**src/rtl/demux_stream_1ton.sv**
```systemverilog
// 1:N stream demultiplexer with one registered output slot per channel.
// A word goes to one channel, or to every channel on broadcast, and words addressed to a missing channel are counted and dropped.
module demux_stream_1ton #(
    parameter int DATA_W = 8,
    parameter int N_CH   = 8,
    parameter int SEL_W  = 3,
    parameter int CNT_W  = 8
) (
    input  logic                     clk,
    input  logic                     rst,
    input  logic                     in_valid,
    output logic                     in_ready,
    input  logic [DATA_W-1:0]        in_data,
    input  logic [SEL_W-1:0]         in_sel,
    input  logic                     bcast,
    output logic [N_CH-1:0]          out_valid,
    input  logic [N_CH-1:0]          out_ready,
    output logic [N_CH*DATA_W-1:0]   out_data,
    output logic [CNT_W-1:0]         drop_cnt
);

    localparam logic [SEL_W:0]   N_CH_CODE = (SEL_W+1)'(N_CH);
    localparam logic [CNT_W-1:0] CNT_MAX   = {CNT_W{1'b1}};
    localparam logic [CNT_W-1:0] CNT_ONE   = {{(CNT_W-1){1'b0}}, 1'b1};

    logic [N_CH-1:0] free_s;
    logic [N_CH-1:0] hit_s;
    logic [N_CH-1:0] load_s;
    logic            in_range_s;
    logic            accept_s;
    logic            drop_s;

    // Channel decode and slot availability; a slot draining this cycle counts as free.
    always_comb begin
        free_s     = ~out_valid | out_ready;
        in_range_s = ({1'b0, in_sel} < N_CH_CODE);
        hit_s      = {N_CH{1'b0}};
        for (int k = 0; k < N_CH; k++) begin
            hit_s[k] = in_range_s & (in_sel == SEL_W'(k));
        end
    end

    // Handshake: out-of-range words are always sunk so they never stall the input.
    always_comb begin
        if (rst) begin
            in_ready = 1'b0;
        end else if (bcast) begin
            in_ready = &free_s;
        end else if (in_range_s) begin
            in_ready = |(free_s & hit_s);
        end else begin
            in_ready = 1'b1;
        end
        accept_s = in_valid & in_ready;
        if (bcast) begin
            load_s = {N_CH{accept_s}};
        end else begin
            load_s = hit_s & {N_CH{accept_s}};
        end
        drop_s = accept_s & ~bcast & ~in_range_s;
    end

    // Per-channel output slots; a load wins over a simultaneous drain.
    always_ff @(posedge clk) begin
        if (rst) begin
            out_valid <= {N_CH{1'b0}};
            out_data  <= {(N_CH*DATA_W){1'b0}};
        end else begin
            for (int k = 0; k < N_CH; k++) begin
                if (load_s[k]) begin
                    out_valid[k]                  <= 1'b1;
                    out_data[k*DATA_W +: DATA_W]  <= in_data;
                end else if (out_valid[k] & out_ready[k]) begin
                    out_valid[k]                  <= 1'b0;
                end else begin
                    out_valid[k]                  <= out_valid[k];
                end
            end
        end
    end

    // Saturating count of discarded words.
    always_ff @(posedge clk) begin
        if (rst) begin
            drop_cnt <= {CNT_W{1'b0}};
        end else if (drop_s && (drop_cnt != CNT_MAX)) begin
            drop_cnt <= drop_cnt + CNT_ONE;
        end else begin
            drop_cnt <= drop_cnt;
        end
    end

endmodule

```
**config.mk**
```make
export PLATFORM = sky130hd
export DESIGN_NAME = demux_stream_1ton
export DESIGN_NICKNAME = d
export VERILOG_FILES = /design/src/rtl/demux_stream_1ton.sv
export SDC_FILE = /design/constraint.sdc
export NUM_CORES = 1
export LEC_CHECK = 0
export BUFFER_PORTS_ARGS = -buffer_cell sky130_fd_sc_hd__buf_4
export CORE_MARGIN = 4
export CORE_UTILIZATION = 46
export CTS_CLUSTER_DIAMETER = 50
export DETAILED_ROUTE_END_ITERATION = 8
export PLACE_DENSITY_LB_ADDON = 0.08
export SLEW_MARGIN = 20
export SYNTH_ARGS = -nofsm -noshare
export SYNTH_HDL_FRONTEND = slang
export SYNTH_SLANG_ARGS = --single-unit
```
**constraint.sdc**
```tcl
create_clock -name clk -period 1.4 [get_ports clk]
set_input_delay 0.28 -clock clk [delete_from_list [all_inputs] [get_ports clk]]
set_output_delay 0.28 -clock clk [all_outputs]
set_load 0.005 [all_outputs]
```
### Word-level counts from Yosys, hierarchy flattened

Index checks and enable logic that the tools add are counted.

| storage, ports and cells | value |
|---|---|
| register bits after elaboration | 72 |
| input bits | 23 |
| output and inout port bits | 81 |
| word-level logic and storage cells | 66 |

| cells by class | value |
|---|---|
| equal/unequal tests | 7 |
| multiplexer cells | 19 |
| bitwise gates (word level) | 13 |
| reductions and logical operators | 11 |

Operators by type and width:

| cell | number |
|---|---|
| 1-bit 2-to-1 mux | 18 |
| 8-bit AND | 2 |
| 2-bit nonzero test | 8 |
| 3-bit equality test, second input constant | 4 |
| 1-bit AND | 9 |
| 8-bit 2-to-1 mux | 1 |
| 8-bit NOT | 1 |
| 8-bit bitwise OR | 1 |
| 8-bit AND reduction | 1 |
| 8-bit OR reduction | 1 |
| 3-bit by 2-bit equality test with 1-bit output, second input constant | 2 |
| 3-bit by 1-bit equality test with 1-bit output, second input constant | 1 |
| 3-bit logical NOT | 1 |

### Longest topological paths before layout

| logic depth | value |
|---|---|
| word-level depth | 10 |
| gate-level depth with buffers | 7 |
| gate-level depth less buffers | 5 |

### Worst setup path before layout

Ideal clock, no wire load.

| timing path | value |
|---|---|
| path type | input -> output |
| start | input in_sel[0] |
| end | output in_ready |
| arrival time | 1.244 ns |
| data required time | 1.120 ns |
| setup slack | -0.124 ns |
| stages | 5 |
| path buffers | 1 |
| cell sequence | buf_2 nand3_1 a31oi_4 nor2_1 nor3_1 |

| between the ends | value |
|---|---|
| cells in the longest elaborated chain, start to end | 5 |
| elaborated cells between the ends (all ways) | 12 |
| classes of those cells | eq/ne (7); mux (2); bitwise (1); reduce/logical (2) |

Ends and longest elaborated chain:

| item | line | source |
|---|---|---|
| start: declaration | 14 | `input logic [SEL_W-1:0] in_sel,` |
| 3-bit by 1-bit equality test with 1-bit output (tied with other cells) | 39 | `hit_s[k] = in_range_s & (in_sel == SEL_W'(k));` |
| 8-bit AND (*) | 50 | `in_ready = \|(free_s & hit_s);` |
| 8-bit OR reduction (*) | 50 |  |
| 1-bit 2-to-1 mux (*) | 47 | `end else if (bcast) begin` |
| 1-bit 2-to-1 mux (*) | 45 | `if (rst) begin` |
| end: declaration | 12 | `output logic in_ready,` |

Mark *: on every way between the ends. The rest lies on a longest branch, timed or not.

### Worst setup path after layout

| timing path | value |
|---|---|
| start | register out_valid[2] |
| end | output in_ready |

| between the ends | value |
|---|---|
| cells in the longest elaborated chain, start to end | 6 |
| elaborated cells between the ends (all ways) | 7 |
| classes of those cells | mux (2); bitwise (3); reduce/logical (2) |

Ends and longest elaborated chain:

| item | line | source |
|---|---|---|
| start: declaration | 16 | `output logic [N_CH-1:0] out_valid,` |
| start signal: assignment | 66 | `out_valid <= {N_CH{1'b0}};` |
| start signal: indexed assignment | 76 | `out_valid[k] <= out_valid[k];` |
| 8-bit NOT (*) | 35 | `free_s = ~out_valid \| out_ready;` |
| 8-bit bitwise OR (*) | 35 |  |
| 8-bit AND | 50 |  |
| 8-bit OR reduction | 50 |  |
| 1-bit 2-to-1 mux (*) | 47 |  |
| 1-bit 2-to-1 mux (*) | 45 |  |

Marks and branches as above.

==> summary.md <==
| Metric | Value |
|---|---|
| Seq cells post-synth | `72` |
| Peak supply drop | `0.652 mV` |
| Synth unique cells | `27` |
| Final ANT Viol Nets | `0` |
| Fillcell total | `569` |
| Mean Syn Cell Area | `10.5 um2` |
| Largest net degree at the start of global routing | `57` |
| Pre-antenna DRT Iters | `4` |
| Vias in the first global route | `2536` |
| Synth area leader | `dfxtp_1` |
| DRT iter0 DRCs | `between 70 and 80` |
| Max-Cap Viols | `0` |
| Remaining global-route overflow | `0` |
| ANT cells | `0` |
| Critical Path RT | `approximately 1.1 ns` |
| GP Congestion | `0.799` |
| Ranking of synthesized cells by area | `dfxtp_1, mux2i_1, nand2b_1, o211ai_2, buf_6` |
| Critical path launch point type | `register` |
| Critical path arrival | `roughly 1.5 ns` |
| CTS buffer count | `9` |
| Crit share post-route | `1.30` |
| Die area | `between 0.008 and 0.009 mm2` |
| # rows | `30` |
| Placed insts | `512` |
| CP max FO | `2` |
| Crit path time final | `between 1.5 and 2 ns` |
| Hold Violations, Final | `0` |
| Endpoint type of the worst setup path | `output pin` |
| Post-Synthesis Cell Area | `between 0.003 and 0.004 mm2` |
| CP max stage delay | `roughly 0.34 ns` |
| WL final | `about 8200 um` |
| CP dominant cell by count | `buf_4` |
| Synth Instances | `305` |
| Core area | `0.00679 mm2` |
| Port Buffer Count | `95` |
| Hold buffer count at CTS | `0` |
| Hold Path Class | `in -> reg` |
| Achievable Freq | `roughly 550 MHz` |
| Dominant cell by count in the synthesized netlist | `nand2b_1` |
| Post-synth top cells | `nand2b_1, dfxtp_1, mux2i_1` |
| DRC errors left | `0` |
| Area Growth Syn to Fin | `43.4%` |
| First-pass GRT wire length | `about 13000 um` |
| Share of synthesized registers carrying an async set or reset | `0` |
| Synth warnings | `0` |
| Final WS setup | `-0.414 ns` |
| Starting Density | `0.473` |
| CTS tree | `done` |
| Slew Viols, Final | `0` |
| Leak | `approximately 2.4 nW` |
| Worst-Skew Late Latency | `~0.35 ns` |
| Drt wl/cell | `approximately 15 um` |
| Post-synth top area share | `0.448` |
| Sequential element share of the synthesized area | `0.448` |
| Predominant post-synthesis flop cell | `dfxtp_1` |
| Post-synth EDFFs | `0` |
| Final setup vio count | `73` |
| P per Cell Area | `1030 mW/mm2` |
| DPL Wire Length | `around 5600 um` |
| Clk slew on worst S/H paths | `roughly 0.090 ns` |
| Vias | `between 2000 and 3000` |
| Failing checks | `setup timing` |
| Total Routing Usage GR | `0.199` |
| Status | `finished with violations` |
| Layout cells sized above 1 | `0.432` |
| CTS H-tree depth | `3` |
| RSZ-0062 raised after global routing | `true` |
| Root Driver | `clkbuf_8` |
| Max Buffers Root-to-Sink | `2` |
| Die H | `approximately 92 um` |
| CP Class | `reg -> out` |
| Chip Width | `91.6 um` |
| Sequence of cells on the critical path | `nand2b_4 -> buf_4 -> nand2_2 -> a31oi_4 -> nor2_2 -> nor3_2 -> buf_4` |
| Layout Nets | `~460` |
| I/O pin count | `about 100` |
| Vias/cell | `approximately 4.8` |
| Total power | `roughly 0.0047 W` |
| Crit path max-delay cell type | `dfxtp_2` |
| Fin Clk Skew | `around 0.014 ns` |
| Clock Sinks | `between 70 and 80` |
| Initial antenna violation count | `0` |
| Post-route insts no fill | `roughly 530` |
## critical path: cells and delay by family, from the launching register on
kind,cells,cell delay (ns)
compound gates,1,0.21
buf+inv,2,0.25
flops,1,0.34
simple gates,4,0.39
## where the power goes
part           total, W  switching, W  internal, W
sequential      0.00225     0.0000739      0.00217
combinational  0.000841      0.000374     0.000467
clock           0.00166      0.000826     0.000830
## kinds of logic (layout without fill, tap and decap cells)
logic type      after synthesis  count (layout)  synth area share
compound gates               28              28            0.0848
other cells                   1               8           0.00117
flops                        72              72             0.448
buf+inv                      36             162            0.0708
mux                          64              64             0.199
simple gates                104             104             0.196
## final timing paths
path | slack [ns] | cells past startpoint | to | from
worst min register to register | 0.48 | 2 | out_data[36] | out_data[36]
worst max register to register | -0.33 | 8 | out_data[2] | out_valid[3]
worst max-delay path | -0.41 | 7 | in_ready | out_valid[2]
worst min-delay path | 0.20 | 3 | out_data[59] | in_data[3]
## metrics by stage
| step | area, um2 | utilization | setup WS [ns] | setup TNS [ns] | hold WS [ns] |
|---|---|---|---|---|---|
| floorplan | 3300 | - | -0.0660 | -3.56 | 0.432 |
| global placement | 4260 | 0.627 | -0.376 | -24.50 | 0.461 |
| detailed placement | 4260 | 0.627 | -0.410 | -25.91 | 0.466 |
| CTS | 4570 | 0.672 | -0.454 | -20.27 | 0.194 |
| global route | 4610 | 0.679 | -0.496 | -27.97 | 0.204 |
| finish | 4610 | 0.679 | -0.414 | -20.45 | 0.203 |
## cell usage in the layout, fill, tap and decap left out, drive strengths merged
cell      instances
nor3              1
inv              10
nand3             2
buf             136
nor2b             3
dfxtp            72
clkbuf           10
a22oi             1
o211ai            9
nand4             2
o2111ai           1
conb              8
clkinv            3
bufinv            1
a21oi             8
clkinvlp          2
o31ai             8
a31oi             1
and2              1
nand2             9
nor2              6
nand2b           77
and2b             1
nand3b            2
mux2i            64
## flip-flops by register name (all words and copies together), names as in the netlist
name / count
out_data: 64
out_valid: 8
## metal layers
| metal | wire [um] | part of all wire | GRT usage |
|---|---|---|---|
| met3 | 487 | 0.059 | 0.0632 |
| met4 | 80 | 0.0097 | 0.0628 |
| met1 | 3640 | 0.44 | 0.249 |
| met5 | 0 | 0 | 0 |
| met2 | 4000 | 0.49 | 0.324 |
## timing repair
item                       in CTS  in global routing
resized for setup              16                  7
setup buffers                   5                  1
pin swaps                       5                  4
setup endpoints to repair      73                 73
## layout make-up
class                   count  area (um2)  share of cell area
multi-input cells         204        1700               0.369
flip-flops and latches     72        1450               0.314
repair buffers            136        1110               0.241
well taps                  96         120              0.0260
inverters                  10        37.5             0.00814
clock inverters             6        67.6              0.0147
clock buffers              10         128              0.0277
Power figures use the tool's default switching activity.
